### src/rtl/mi_seq_pkg.sv
// Shared definitions for the microsequencer: entry field layout, the built-in
// three-state graph that the table powers up with, and the step action type.
package mi_seq_pkg;

    localparam int MAX_E = 128;

    localparam logic [2:0] Y1  = 3'b100;
    localparam logic [2:0] Y2  = 3'b010;
    localparam logic [2:0] Y23 = 3'b011;

    typedef enum logic [1:0] {
        ACT_HOLD,
        ACT_STEP,
        ACT_RESTART
    } seq_act_e;

    // Entry layout, LSB upward: mi, seq_next, br_next, csel, inv, uncond, halt.
    function automatic int seq_lsb(int out_w);
        return out_w;
    endfunction

    function automatic int br_lsb(int out_w, int sw);
        return out_w + sw;
    endfunction

    function automatic int csel_lsb(int out_w, int sw);
        return out_w + 2 * sw;
    endfunction

    function automatic int inv_pos(int out_w, int sw, int cw);
        return out_w + 2 * sw + cw;
    endfunction

    function automatic int uncond_pos(int out_w, int sw, int cw);
        return out_w + 2 * sw + cw + 1;
    endfunction

    function automatic int halt_pos(int out_w, int sw, int cw);
        return out_w + 2 * sw + cw + 2;
    endfunction

    function automatic int entry_w(int out_w, int sw, int cw);
        return out_w + 2 * sw + cw + 3;
    endfunction

    // Legacy graph: Y1 -> Y2 -> Y2Y3, which returns to Y2 when cond[0] is set.
    function automatic logic [MAX_E-1:0] default_entry(int i, int out_w, int sw, int cw);
        logic [MAX_E-1:0] e;
        e = '0;
        case (i)
            0: begin
                e[2:0] = Y1;
                e = e | (MAX_E'(1) << seq_lsb(out_w));
                e[uncond_pos(out_w, sw, cw)] = 1'b1;
            end
            1: begin
                e[2:0] = Y2;
                e = e | (MAX_E'(2) << seq_lsb(out_w));
                e[uncond_pos(out_w, sw, cw)] = 1'b1;
            end
            2: begin
                e[2:0] = Y23;
                e = e | (MAX_E'(1) << br_lsb(out_w, sw));
            end
            default: begin
                e[uncond_pos(out_w, sw, cw)] = 1'b1;
            end
        endcase
        return e;
    endfunction

endpackage

### src/rtl/mi_sequencer_if.sv
// Control/status bundle of the microsequencer. The master drives step and
// configuration inputs; the slave (the sequencer) returns its current state.
interface mi_sequencer_if #(
    parameter int STATES = 8,
    parameter int OUT_W  = 8,
    parameter int COND_N = 4
);
    localparam int SW = $clog2(STATES);
    localparam int CW = $clog2(COND_N);
    localparam int E  = OUT_W + 2 * SW + CW + 3;

    // No ready path: en and start are level strobes sampled on every rising
    // edge, and cfg_we commits one entry per edge it is high.
    logic              en;
    logic              start;
    logic [COND_N-1:0] cond;
    logic              cfg_we;
    logic [SW-1:0]     cfg_addr;
    logic [E-1:0]      cfg_data;
    logic [OUT_W-1:0]  mi;
    logic [SW-1:0]     state;
    logic              halted;
    logic              err;
    logic [15:0]       step_cnt;

    modport master (
        output en, start, cond, cfg_we, cfg_addr, cfg_data,
        input  mi, state, halted, err, step_cnt
    );

    modport slave (
        input  en, start, cond, cfg_we, cfg_addr, cfg_data,
        output mi, state, halted, err, step_cnt
    );

endinterface

### src/rtl/mi_seq_table.sv
// Microinstruction table: one synchronous write port, one asynchronous read
// port, and every entry returns to the built-in graph on reset.
module mi_seq_table
    import mi_seq_pkg::*;
#(
    parameter int STATES = 8,
    parameter int OUT_W  = 8,
    parameter int COND_N = 4
) (
    input  logic                                             clk,
    input  logic                                             reset,
    input  logic                                             we,
    input  logic [$clog2(STATES)-1:0]                        waddr,
    input  logic [OUT_W+2*$clog2(STATES)+$clog2(COND_N)+2:0] wdata,
    input  logic [$clog2(STATES)-1:0]                        raddr,
    output logic [OUT_W+2*$clog2(STATES)+$clog2(COND_N)+2:0] rdata
);
    localparam int SW = $clog2(STATES);
    localparam int CW = $clog2(COND_N);
    localparam int E  = entry_w(OUT_W, SW, CW);

    logic [E-1:0] mem [STATES];

    always_ff @(posedge clk or posedge reset) begin
        if (reset) begin
            for (int i = 0; i < STATES; i++) begin
                mem[i] <= E'(default_entry(i, OUT_W, SW, CW));
            end
        end else if (we && (int'(waddr) < STATES)) begin
            mem[waddr] <= wdata;
        end
    end

    always_comb begin
        rdata = '0;
        if (int'(raddr) < STATES) rdata = mem[raddr];
    end

endmodule

### src/rtl/mi_sequencer.sv
// Moore microsequencer: walks a programmable graph of microinstruction states,
// choosing each successor unconditionally or from one selected condition input.
module mi_sequencer
    import mi_seq_pkg::*;
#(
    parameter int STATES = 8,
    parameter int OUT_W  = 8,
    parameter int COND_N = 4
) (
    input  logic           clk,
    input  logic           reset,
    mi_sequencer_if.slave  bus
);
    localparam int SW       = $clog2(STATES);
    localparam int CW       = $clog2(COND_N);
    localparam int E        = entry_w(OUT_W, SW, CW);
    localparam int SEQ_LSB  = seq_lsb(OUT_W);
    localparam int BR_LSB   = br_lsb(OUT_W, SW);
    localparam int CSEL_LSB = csel_lsb(OUT_W, SW);
    localparam int INV_POS  = inv_pos(OUT_W, SW, CW);
    localparam int UNC_POS  = uncond_pos(OUT_W, SW, CW);
    localparam int HALT_POS = halt_pos(OUT_W, SW, CW);

    logic [E-1:0]  cur;
    logic [SW-1:0] state_q;
    logic          err_q;
    logic [15:0]   cnt_q;
    logic          cond_sel;
    logic          taken;
    logic [SW-1:0] nxt;
    seq_act_e      act;

    mi_seq_table #(
        .STATES (STATES),
        .OUT_W  (OUT_W),
        .COND_N (COND_N)
    ) u_table (
        .clk   (clk),
        .reset (reset),
        .we    (bus.cfg_we),
        .waddr (bus.cfg_addr),
        .wdata (bus.cfg_data),
        .raddr (state_q),
        .rdata (cur)
    );

    // A csel beyond the populated inputs reads as a constant 0 condition.
    always_comb begin
        cond_sel = 1'b0;
        if (int'(cur[CSEL_LSB +: CW]) < COND_N) cond_sel = bus.cond[cur[CSEL_LSB +: CW]];
    end

    assign taken = cond_sel ^ cur[INV_POS];
    assign nxt   = (cur[UNC_POS] || !taken) ? cur[SEQ_LSB +: SW] : cur[BR_LSB +: SW];

    always_comb begin
        act = ACT_HOLD;
        if (bus.start)                        act = ACT_RESTART;
        else if (bus.en && !cur[HALT_POS])    act = ACT_STEP;
    end

    always_ff @(posedge clk or posedge reset) begin
        if (reset) begin
            state_q <= '0;
            err_q   <= 1'b0;
            cnt_q   <= '0;
        end else begin
            case (act)
                ACT_RESTART: begin
                    state_q <= '0;
                    err_q   <= 1'b0;
                    cnt_q   <= '0;
                end
                ACT_STEP: begin
                    // An out-of-range target parks at state 0 and latches err.
                    if (int'(nxt) < STATES) begin
                        state_q <= nxt;
                    end else begin
                        state_q <= '0;
                        err_q   <= 1'b1;
                    end
                    if (cnt_q != 16'hFFFF) cnt_q <= cnt_q + 16'd1;
                end
                default: ;
            endcase
        end
    end

    assign bus.mi       = cur[OUT_W-1:0];
    assign bus.state    = state_q;
    assign bus.halted   = cur[HALT_POS];
    assign bus.err      = err_q;
    assign bus.step_cnt = cnt_q;

endmodule

### src/flat_wrapper.sv
// flat-port wrapper written by rule: the top's interface ports become plain ports
module mi_sequencer_flat import mi_seq_pkg::*;
#(
    parameter int STATES = 8,
    parameter int OUT_W  = 8,
    parameter int COND_N = 4
)
  (clk, reset, bus_en, bus_start, bus_cond, bus_cfg_we, bus_cfg_addr, bus_cfg_data, bus_mi, bus_state, bus_halted, bus_err, bus_step_cnt);
  mi_sequencer_if #(.STATES(STATES), .OUT_W(OUT_W), .COND_N(COND_N)) bus_i ();
  input  logic clk;
  input  logic reset;
  input wire logic [$bits(bus_i.en)-1:0] bus_en;
  input wire logic [$bits(bus_i.start)-1:0] bus_start;
  input wire logic [$bits(bus_i.cond)-1:0] bus_cond;
  input wire logic [$bits(bus_i.cfg_we)-1:0] bus_cfg_we;
  input wire logic [$bits(bus_i.cfg_addr)-1:0] bus_cfg_addr;
  input wire logic [$bits(bus_i.cfg_data)-1:0] bus_cfg_data;
  output wire logic [$bits(bus_i.mi)-1:0] bus_mi;
  output wire logic [$bits(bus_i.state)-1:0] bus_state;
  output wire logic [$bits(bus_i.halted)-1:0] bus_halted;
  output wire logic [$bits(bus_i.err)-1:0] bus_err;
  output wire logic [$bits(bus_i.step_cnt)-1:0] bus_step_cnt;
  assign bus_i.en = bus_en;
  assign bus_i.start = bus_start;
  assign bus_i.cond = bus_cond;
  assign bus_i.cfg_we = bus_cfg_we;
  assign bus_i.cfg_addr = bus_cfg_addr;
  assign bus_i.cfg_data = bus_cfg_data;
  assign bus_mi = bus_i.mi;
  assign bus_state = bus_i.state;
  assign bus_halted = bus_i.halted;
  assign bus_err = bus_i.err;
  assign bus_step_cnt = bus_i.step_cnt;
  mi_sequencer #(.STATES(STATES), .OUT_W(OUT_W), .COND_N(COND_N)) u_core (.clk(clk), .reset(reset), .bus(bus_i));
endmodule
### config.mk
export PLATFORM = sky130hd
export DESIGN_NAME = mi_sequencer_flat
export DESIGN_NICKNAME = d
export VERILOG_FILES = /design/src/rtl/mi_seq_pkg.sv /design/src/rtl/mi_sequencer_if.sv /design/src/rtl/mi_seq_table.sv /design/src/rtl/mi_sequencer.sv /design/src/flat_wrapper.sv
export SDC_FILE = /design/constraint.sdc
export NUM_CORES = 1
export LEC_CHECK = 0
export ABC_AREA = 0
export CORE_ASPECT_RATIO = 0.7
export CORE_MARGIN = 1
export CORE_UTILIZATION = 40
export CTS_BUF_LIST = sky130_fd_sc_hd__clkbuf_8
export DETAILED_ROUTE_END_ITERATION = 10
export GPL_ROUTABILITY_DRIVEN = 0
export PLACE_DENSITY = 0.57
export SLEW_MARGIN = 20
export SYNTH_ARGS = -nofsm -noshare
export SYNTH_HDL_FRONTEND = slang
export SYNTH_SLANG_ARGS = --single-unit
### constraint.sdc
create_clock -name clk -period 12.3 [get_ports clk]
set_input_delay 2.46 -clock clk [delete_from_list [all_inputs] [get_ports clk]]
set_output_delay 2.46 -clock clk [all_outputs]
set_load 0.03 [all_outputs]
==> results of run 1 <==
-- worst min-delay path by stage --
stage | start | end | slack [ps]
after detailed placement | u_core.u_table.mem[78]$_DFFE_PP0P_ | u_core.u_table.mem[78]$_DFFE_PP0P_ | 490
after floorplan | u_core.u_table.mem[25]$_DFFE_PP0P_ | u_core.u_table.mem[25]$_DFFE_PP0P_ | 470
final | u_core.u_table.mem[38]$_DFFE_PP0P_ | u_core.u_table.mem[38]$_DFFE_PP0P_ | 510
after global placement | u_core.u_table.mem[84]$_DFFE_PP0P_ | u_core.u_table.mem[84]$_DFFE_PP0P_ | 480
after CTS | u_core.u_table.mem[113]$_DFFE_PP0P_ | u_core.u_table.mem[113]$_DFFE_PP0P_ | 510
after global routing | u_core.u_table.mem[15]$_DFFE_PP0P_ | u_core.u_table.mem[15]$_DFFE_PP0P_ | 520
-- registers in the layout (all words and copies together) (netlist names) --
name	cells
u_core.bus.step_cnt	16
u_core.u_table.mem	152
u_core.bus.state	3
-- stage by stage --
stage	cell area, µm²	worst slack, ps	cells
global route	9200	6460	856
CTS	9190	6590	856
detailed placement	8820	7120	824
floorplan	7950	5230	521
finish	9200	6680	856
global placement	8820	7140	824
-- synthesized netlist by cell type, types with 6 or more instances --
| cell type | instances |
|---|---|
| sky130_fd_sc_hd__mux4_2 | 37 |
| sky130_fd_sc_hd__nor3_2 | 7 |
| sky130_fd_sc_hd__nor3_1 | 7 |
| sky130_fd_sc_hd__nor4_1 | 6 |
| sky130_fd_sc_hd__dfstp_2 | 14 |
| sky130_fd_sc_hd__mux2i_1 | 15 |
| sky130_fd_sc_hd__mux2_2 | 163 |
| sky130_fd_sc_hd__inv_1 | 8 |
| sky130_fd_sc_hd__clkbuf_1 | 17 |
| sky130_fd_sc_hd__dfrtp_1 | 157 |
| sky130_fd_sc_hd__buf_1 | 6 |
| sky130_fd_sc_hd__xnor2_1 | 13 |
| sky130_fd_sc_hd__nand3_1 | 11 |
| sky130_fd_sc_hd__nor2_1 | 16 |
| sky130_fd_sc_hd__nand2_1 | 7 |
-- final cells by class --
| class | instances | share of cell area, % |
|---|---|---|
| timing repair buffer | 70 | 7.33 |
| inverter | 8 | 0.381 |
| multi-input combinational | 311 | 37.9 |
| sequential | 171 | 46.8 |
| tap | 264 | 3.59 |
| clock inverter | 15 | 1.47 |
| clock buffer | 17 | 2.54 |
-- report_power, final --
part           total, mW  internal (mW)  switching, mW
registers          0.748          0.683         0.0643
clock network      0.375          0.148          0.227
logic              0.446          0.247          0.199
total               1.57           1.08          0.490
-- cell usage in the layout (no fill, tap or decap), types with 2 or more instances in the layout --
master                            count
sky130_fd_sc_hd__nor3_2               7
sky130_fd_sc_hd__nor2_1              16
sky130_fd_sc_hd__nor4b_1              2
sky130_fd_sc_hd__o211ai_1             2
sky130_fd_sc_hd__nor3_1               6
sky130_fd_sc_hd__clkbuf_8            17
sky130_fd_sc_hd__buf_4               11
sky130_fd_sc_hd__clkinvlp_4           2
sky130_fd_sc_hd__nand3_1             11
sky130_fd_sc_hd__nand4b_1             3
sky130_fd_sc_hd__clkdlybuf4s50_1     58
sky130_fd_sc_hd__mux2i_1             15
sky130_fd_sc_hd__dfrtp_2              2
sky130_fd_sc_hd__xnor2_1             13
sky130_fd_sc_hd__nor4_1               6
sky130_fd_sc_hd__mux4_2              37
sky130_fd_sc_hd__nand2_1              7
sky130_fd_sc_hd__a21oi_1              2
sky130_fd_sc_hd__nor3b_2              2
sky130_fd_sc_hd__mux2_2             163
sky130_fd_sc_hd__nand4_1              2
sky130_fd_sc_hd__or3_1                4
sky130_fd_sc_hd__inv_8                3
sky130_fd_sc_hd__inv_6                5
sky130_fd_sc_hd__inv_1                8
sky130_fd_sc_hd__dfstp_2             14
sky130_fd_sc_hd__clkinv_4             3
sky130_fd_sc_hd__dfrtp_1            155
-- cell families (layout without fill, tap and decap cells) --
| kind of cell | Yosys count | in the layout | share of synthesized area, % |
|---|---|---|---|
| other cells | 1 | 1 | 0.0472 |
| fa+ha+maj | 1 | 1 | 0.157 |
| xor+xnor | 14 | 14 | 1.54 |
| flops | 171 | 171 | 54.0 |
| compound gates | 8 | 8 | 0.944 |
| mux | 216 | 216 | 35.7 |
| simple gates | 71 | 71 | 5.16 |
| buf+inv | 39 | 110 | 2.38 |
-- worst register-to-register path, cell delays in order (launching register included) --
cell,delay [ps]
sky130_fd_sc_hd__dfrtp_2,580
sky130_fd_sc_hd__buf_4,570
sky130_fd_sc_hd__mux4_2,650
sky130_fd_sc_hd__mux2i_4,250
sky130_fd_sc_hd__o311ai_4,320
sky130_fd_sc_hd__nor4_1,390
sky130_fd_sc_hd__xnor2_1,170
sky130_fd_sc_hd__nor2_1,60
-- metal layers --
metal	vias up	track usage, %
met2	70	28.2
met4	0	6.31
met1	2427	27.4
li1	2047	-
met3	15	2.97
met5	-	0
==> qor.json, run 1 <==
{
  "run_status": {"value": "finished, final reports clean"},
  "yosys.cell_types.count": {"value": 38},
  "synth_ff_type": {"value": "sky130_fd_sc_hd__dfrtp_1"},
  "drv_slew": {"value": 0},
  "fin_worst_skew": {"value": 18.0, "unit": "ps"},
  "grt_max_degree": {"value": 87},
  "crit_end": {"value": "bus_halted"},
  "gr_overflow_total": {"value": 0},
  "worst-path-buf-inv": {"value": 3},
  "timing.fmax": {"value": 178, "unit": "MHz"},
  "fin_nets": {"value": 611},
  "timing.critical_path.arrival": {"value": 3160, "unit": "ps"},
  "worst_path_largest_cell_delay": {"value": 640, "unit": "ps"},
  "critical_path_class": {"value": "flop to primary output"},
  "number_of_cells_upsized_or_downsized_after_cts": {"value": 0},
  "critical_path.reg2reg.endpoint": {"value": "u_core.bus.step_cnt[13]$_DFFE_PP0P_"},
  "antenna_cells": {"value": 0},
  "regArea": {"value": 4300, "unit": "µm²"},
  "multiInputGateArea": {"value": 3490, "unit": "µm²"},
  "layout-area-overhead-vs-synth": {"value": 15.6, "unit": "%"},
  "detail_route.wirelength": {"value": 17300, "unit": "µm"},
  "tritoncts.num_buffers": {"value": 17},
  "fin_setup_tns": {"value": 0, "unit": "ps"},
  "met2_wirelength": {"value": 7930, "unit": "µm"},
  "detail_route.drc_violations": {"value": 0},
  "required_time_of_the_critical_path": {"value": 9840, "unit": "ps"},
  "post-cts-setup-buffer-count": {"value": 0},
  "floorplan.initialDensity": {"value": 41.5, "unit": "%"},
  "dr.max_layer_used": {"value": "met4"},
  "vias": {"value": 4559},
  "timing.critical_path.slowest_stage_cell": {"value": "sky130_fd_sc_hd__mux4_2"},
  "cts_num_sinks": {"value": 171},
  "syn_nets": {"value": 553},
  "synth.yosys.warnings": {"value": 0},
  "drt_pass1_iterations": {"value": 6},
  "fillers": {"value": 1688},
  "crit_family": {"value": "buffers and inverters"},
  "cts_tree": {"value": "yes"},
  "total_leakage_power": {"value": 3.63, "unit": "nW"},
  "h-tree-depth": {"value": 4},
  "clockRootBuffer": {"value": "sky130_fd_sc_hd__clkbuf_8"},
  "track_usage": {"value": 18.7, "unit": "%"},
  "synth_largest_area_cell": {"value": "sky130_fd_sc_hd__dfrtp_1"},
  "rows": {"value": 42},
  "chipHeight": {"value": 120, "unit": "µm"},
  "die-width": {"value": 171, "unit": "µm"},
  "dp.final_hpwl": {"value": 10200, "unit": "µm"},
  "drt_first_iter_violations": {"value": 196},
  "io_buffer_count": {"value": 58},
  "core": {"value": 19200, "unit": "µm²"},
  "postLayoutCoreUtil": {"value": 47.9, "unit": "%"},
  "worst-slew-pin-transition": {"value": 871, "unit": "ps"},
  "post_drt_via_cell_ratio": {"value": 5.33},
  "drt-wirelength-per-cell": {"value": 20.2, "unit": "µm"},
  "route.antenna.remaining_nets": {"value": 0},
  "asyncSetResetFlopFracSynth": {"value": 100, "unit": "%"},
  "grt_antenna_before_repair": {"value": 0},
  "hold_depth": {"value": 1},
  "finalHoldViolCount": {"value": 0},
  "drt-met1-wl": {"value": 8690, "unit": "µm"},
  "cap_viol_max_count": {"value": 0},
  "synth_edf_count": {"value": 0},
  "timing.critical_path.fanout_max": {"value": 30},
  "routed_wl_met3": {"value": 477, "unit": "µm"},
  "clockBufferDepth": {"value": 2},
  "post_route_cells_drive_above_1_share": {"value": 46.1, "unit": "%"},
  "finalSetupViolations": {"value": 0},
  "critical_path_depth": {"value": 5},
  "synthTopCellsByArea": {"value": "sky130_fd_sc_hd__dfrtp_1 49%, sky130_fd_sc_hd__mux2_2 23%, sky130_fd_sc_hd__mux4_2 10%"},
  "maxSlewHeadroom": {"value": 41.8, "unit": "%"},
  "period_needed": {"value": 5620, "unit": "ps"},
  "reg2reg_depth": {"value": 7},
  "yosysTopAreaCellShare": {"value": 49.4, "unit": "%"},
  "synth_sequential_area_ratio": {"value": 54.0, "unit": "%"},
  "timing.hold.ws": {"value": 508, "unit": "ps"},
  "syn_inst": {"value": 521},
  "worst_skew_pair.late_latency": {"value": 460, "unit": "ps"},
  "number_of_global_route_vias_before_repair": {"value": 4830},
  "peakVddDrop": {"value": 78.2, "unit": "µV"},
  "cp_cell_sequence": {"value": "buf_4 > mux4_2 > mux2i_4 > inv_1 > clkdlybuf4s50_1"},
  "ff2ff_setup_slack": {"value": 9170, "unit": "ps"},
  "ioPinCount": {"value": 60},
  "power_density": {"value": 171, "unit": "nW/µm²"},
  "rr_startpoint": {"value": "u_core.bus.state[0]$_DFFE_PP0P_"},
  "grt_pass1_wl": {"value": 28100, "unit": "µm"},
  "avgSynthCellArea": {"value": 15.3, "unit": "µm²"},
  "path_clk_slew": {"value": 90, "unit": "ps"},
  "power.total": {"value": 1.57, "unit": "mW"},
  "mappedNetlistArea": {"value": 7950, "unit": "µm²"},
  "fp.dieArea": {"value": 20500, "unit": "µm²"},
  "cts_hold_buffers": {"value": 0},
  "hold_path_class": {"value": "flop to flop"},
  "setup.worst_path.start": {"value": "u_core.bus.state[0]$_DFFE_PP0P_"},
  "start_kind": {"value": "flop"},
  "critical_path.endpoint_type": {"value": "primary output"},
  "number_of_synthesized_register_bits": {"value": 171},
  "final.period_utilization": {"value": 45.7, "unit": "%"},
  "rsz0062_at_grt": {"value": "no"}
}
Power figures use the tool's default switching activity.
==> run 2: changes to the inputs <==
==> constraint.sdc (replaced) <==
create_clock -name clk -period 5.2 [get_ports clk]
set_input_delay 1.04 -clock clk [delete_from_list [all_inputs] [get_ports clk]]
set_output_delay 1.04 -clock clk [all_outputs]
set_load 0.03 [all_outputs]
==> run 2 against run 1 <==
Compared with the run above: first-iteration DRC count rose by 20%; combinational power up 130%; power rose by 140%; worst hold slack got worse by 5.2 ps; final cell count is 0.12% higher; die area unchanged; sequential cell count is the same; clock skew is 6.1 ps lower.
==> qor.json, run 2 (same netlist as run 1, synthesis figures left out) <==
{
  "final.period_utilization": {"value": 76.9, "unit": "%"},
  "critical_path.endpoint_type": {"value": "primary output"},
  "run_status": {"value": "finished, final reports clean"},
  "post_drt_via_cell_ratio": {"value": 5.37, "change": "+0.85%"},
  "antenna_cells": {"value": 0, "change": "unchanged"},
  "clockBufferDepth": {"value": 2, "change": "unchanged"},
  "fin_nets": {"value": 615, "change": "+0.65%"},
  "cts_hold_buffers": {"value": 0, "change": "unchanged"},
  "start_kind": {"value": "flop"},
  "layout-area-overhead-vs-synth": {"value": 16.5, "unit": "%"},
  "timing.critical_path.slowest_stage_cell": {"value": "sky130_fd_sc_hd__dfrtp_2"},
  "timing.critical_path.fanout_max": {"value": 22, "change": "-27%"},
  "period_needed": {"value": 4000, "unit": "ps"},
  "post-cts-setup-buffer-count": {"value": 0, "change": "unchanged"},
  "fillers": {"value": 1659, "change": "-1.7%"},
  "drt_pass1_iterations": {"value": 4, "change": "-2"},
  "timing.fmax": {"value": 250, "unit": "MHz"},
  "most_common_cell_after_layout_fill_and_taps_aside": {"value": "sky130_fd_sc_hd__mux2_2"},
  "grt_antenna_before_repair": {"value": 0, "change": "unchanged"},
  "commonest_cells_after_routing_fill_and_taps_aside": {"value": "163 x sky130_fd_sc_hd__mux2_2, 155 x sky130_fd_sc_hd__dfrtp_1, 58 x sky130_fd_sc_hd__clkdlybuf4s50_1"},
  "combinationalPowerShare": {"value": 27.3, "unit": "%", "change": "-1.1 points"},
  "clockRootBuffer": {"value": "sky130_fd_sc_hd__clkbuf_8"},
  "maxSlewHeadroom": {"value": 37.8, "unit": "%", "change": "-4.0 points"},
  "rsz0062_at_grt": {"value": "no"},
  "power_density": {"value": 408, "unit": "nW/µm²", "change": "+140%"},
  "worst_skew_pair.late_latency": {"value": 450, "unit": "ps", "change": "about the same"},
  "fin_worst_skew": {"value": 11.9, "unit": "ps", "change": "-6.10 ps"},
  "ioPinCount": {"value": 60, "change": "unchanged"},
  "core": {"value": 19200, "unit": "µm²", "change": "unchanged"},
  "finalHoldViolCount": {"value": 0, "change": "unchanged"},
  "cap_viol_max_count": {"value": 0, "change": "unchanged"},
  "drt-wirelength-per-cell": {"value": 20.5, "unit": "µm", "change": "+1.2%"},
  "timing.hold.ws": {"value": 503, "unit": "ps", "change": "-5.17 ps"},
  "fp.dieArea": {"value": 20500, "unit": "µm²", "change": "unchanged"},
  "h-tree-depth": {"value": 4, "change": "unchanged"},
  "largest_register_ffs": {"value": 152, "change": "unchanged"},
  "grt_pass1_wl": {"value": 28200, "unit": "µm", "change": "+0.27%"},
  "cp_cell_sequence": {"value": "buf_4 > mux4_2 > mux2_2 > clkdlybuf4s50_1"},
  "total_switching_power": {"value": 1.09, "unit": "mW", "change": "+120%"},
  "io_buffer_count": {"value": 58, "change": "unchanged"},
  "postLayoutCoreUtil": {"value": 48.3, "unit": "%", "change": "+0.37 points"},
  "track_usage": {"value": 18.6, "unit": "%", "change": "-0.067 points"},
  "setup.worst_path.start": {"value": "u_core.bus.state[0]$_DFFE_PP0P_"},
  "gr_overflow_total": {"value": 0, "change": "unchanged"},
  "fin_setup_tns": {"value": 0, "unit": "ps", "change": "unchanged"},
  "regArea": {"value": 4300, "unit": "µm²", "change": "unchanged"},
  "route.antenna.remaining_nets": {"value": 0, "change": "unchanged"},
  "path_clk_slew": {"value": 80, "unit": "ps", "change": "about the same"},
  "worst_hold_launch": {"value": "u_core.u_table.mem[41]$_DFFE_PP0P_"},
  "peakVddDrop": {"value": 180, "unit": "µV", "change": "+130%"},
  "worst-slew-pin-transition": {"value": 934, "unit": "ps", "change": "+62.2 ps"},
  "required_time_of_the_critical_path": {"value": 4160, "unit": "ps", "change": "-5680 ps"},
  "seq_power_share": {"value": 47.7, "unit": "%", "change": "about the same"},
  "cts_tree": {"value": "yes"},
  "rows": {"value": 42, "change": "unchanged"},
  "total_leakage_power": {"value": 3.66, "unit": "nW", "change": "+1.1%"},
  "vias": {"value": 4603, "change": "+0.97%"},
  "critical_path_class": {"value": "flop to primary output"},
  "internal_power": {"value": 2.69, "unit": "mW", "change": "+150%"},
  "timing.critical_path.arrival": {"value": 2960, "unit": "ps", "change": "-200 ps"},
  "detail_route.drc_violations": {"value": 0, "change": "unchanged"},
  "hold_path_class": {"value": "flop to flop"},
  "die-width": {"value": 171, "unit": "µm", "change": "unchanged"},
  "clkPwrFrac": {"value": 25.0, "unit": "%", "change": "+1.1 points"},
  "drv_slew": {"value": 0, "change": "unchanged"},
  "tritoncts.num_buffers": {"value": 17, "change": "unchanged"},
  "grt_max_degree": {"value": 81, "change": "-6.9%"},
  "post_route_cells_drive_above_1_share": {"value": 46.0, "unit": "%", "change": "-0.078 points"},
  "detail_route.wirelength": {"value": 17500, "unit": "µm", "change": "+1.4%"},
  "number_of_global_route_vias_before_repair": {"value": 4866, "change": "+0.75%"},
  "netSwitchingFraction": {"value": 28.8, "unit": "%", "change": "-2.5 points"},
  "cts_num_sinks": {"value": 171, "change": "unchanged"},
  "finalSetupViolations": {"value": 0, "change": "unchanged"},
  "dp.final_hpwl": {"value": 10900, "unit": "µm", "change": "+6.4%"},
  "registers.top_by_ff_count": {"value": "u_core.u_table.mem"},
  "multiInputGateArea": {"value": 3490, "unit": "µm²", "change": "unchanged"},
  "rr_startpoint": {"value": "u_core.bus.state[0]$_DFFE_PP0P_"},
  "chipHeight": {"value": 120, "unit": "µm", "change": "unchanged"},
  "number_of_cells_upsized_or_downsized_after_cts": {"value": 0, "change": "unchanged"},
  "floorplan.initialDensity": {"value": 41.5, "unit": "%", "change": "unchanged"},
  "drt_first_iter_violations": {"value": 235, "change": "+20%"},
  "worst_path_largest_cell_delay": {"value": 850, "unit": "ps", "change": "+210 ps"}
}
[run 2: per-layer routing]
metal / global-route usage, % / wire length [µm] / vias to the layer above
met2: 28.4 / 7940 / 81
met4: 3.72 / 125 / 0
met1: 27.1 / 8680 / 2462
li1: - / - / 2049
met3: 4.39 / 802 / 11
met5: 0 / 0 / -
[run 2: critical path, delay by kind of cell (launching register included)]
| kind | cells | cell delay (ps) |
|---|---|---|
| buffers and inverters | 2 | 880 |
| muxes | 2 | 790 |
| DFF | 1 | 850 |
[run 2: through the flow]
stage / std cells / area (µm²) / power [mW] / worst slack [ps]
4_1_cts: 856 / 9250 / 3.83 / 1130
5_1_grt: 857 / 9270 / 3.99 / 1030
3_3_place_gp: 827 / 8860 / 2.84 / 1660
2_1_floorplan: 521 / 7960 / 2.55 / 1780
3_5_place_dp: 827 / 8860 / 2.87 / 1630
6_report: 857 / 9270 / 3.78 / 1200
[run 2: final cells by class]
cell class,instances,share of cell area (%)
Clock inverter,10,1.38
Inverter,8,0.365
Tap cell,264,3.57
Multi-Input combinational cell,311,37.6
Clock buffer,19,2.82
Sequential cell,171,46.4
Timing Repair Buffer,74,7.83
[run 2: power groups by stage]
stage	combinational, mW	clock, mW	sequential [mW]
3_5_place_dp	1.04	0	1.83
2_1_floorplan	0.800	0	1.75
6_report	1.03	0.945	1.81
5_1_grt	1.11	1.03	1.85
3_3_place_gp	1.02	0	1.82
4_1_cts	1.04	0.978	1.81
[run 2: worst paths after layout]
path,slack (ps),to,depth (start not counted)
setup reg to reg,1980,u_core.bus.state[2]$_DFFE_PP0P_,8
hold / removal,500,u_core.u_table.mem[41]$_DFFE_PP0P_,1
max in group asynchronous,3340,u_core.u_table.mem[67]$_DFFE_PP0P_,3
min in group asynchronous,960,u_core.u_table.mem[87]$_DFFE_PP0P_,2
hold reg to reg,500,u_core.u_table.mem[41]$_DFFE_PP0P_,1
setup / recovery,1200,bus_mi[7],4
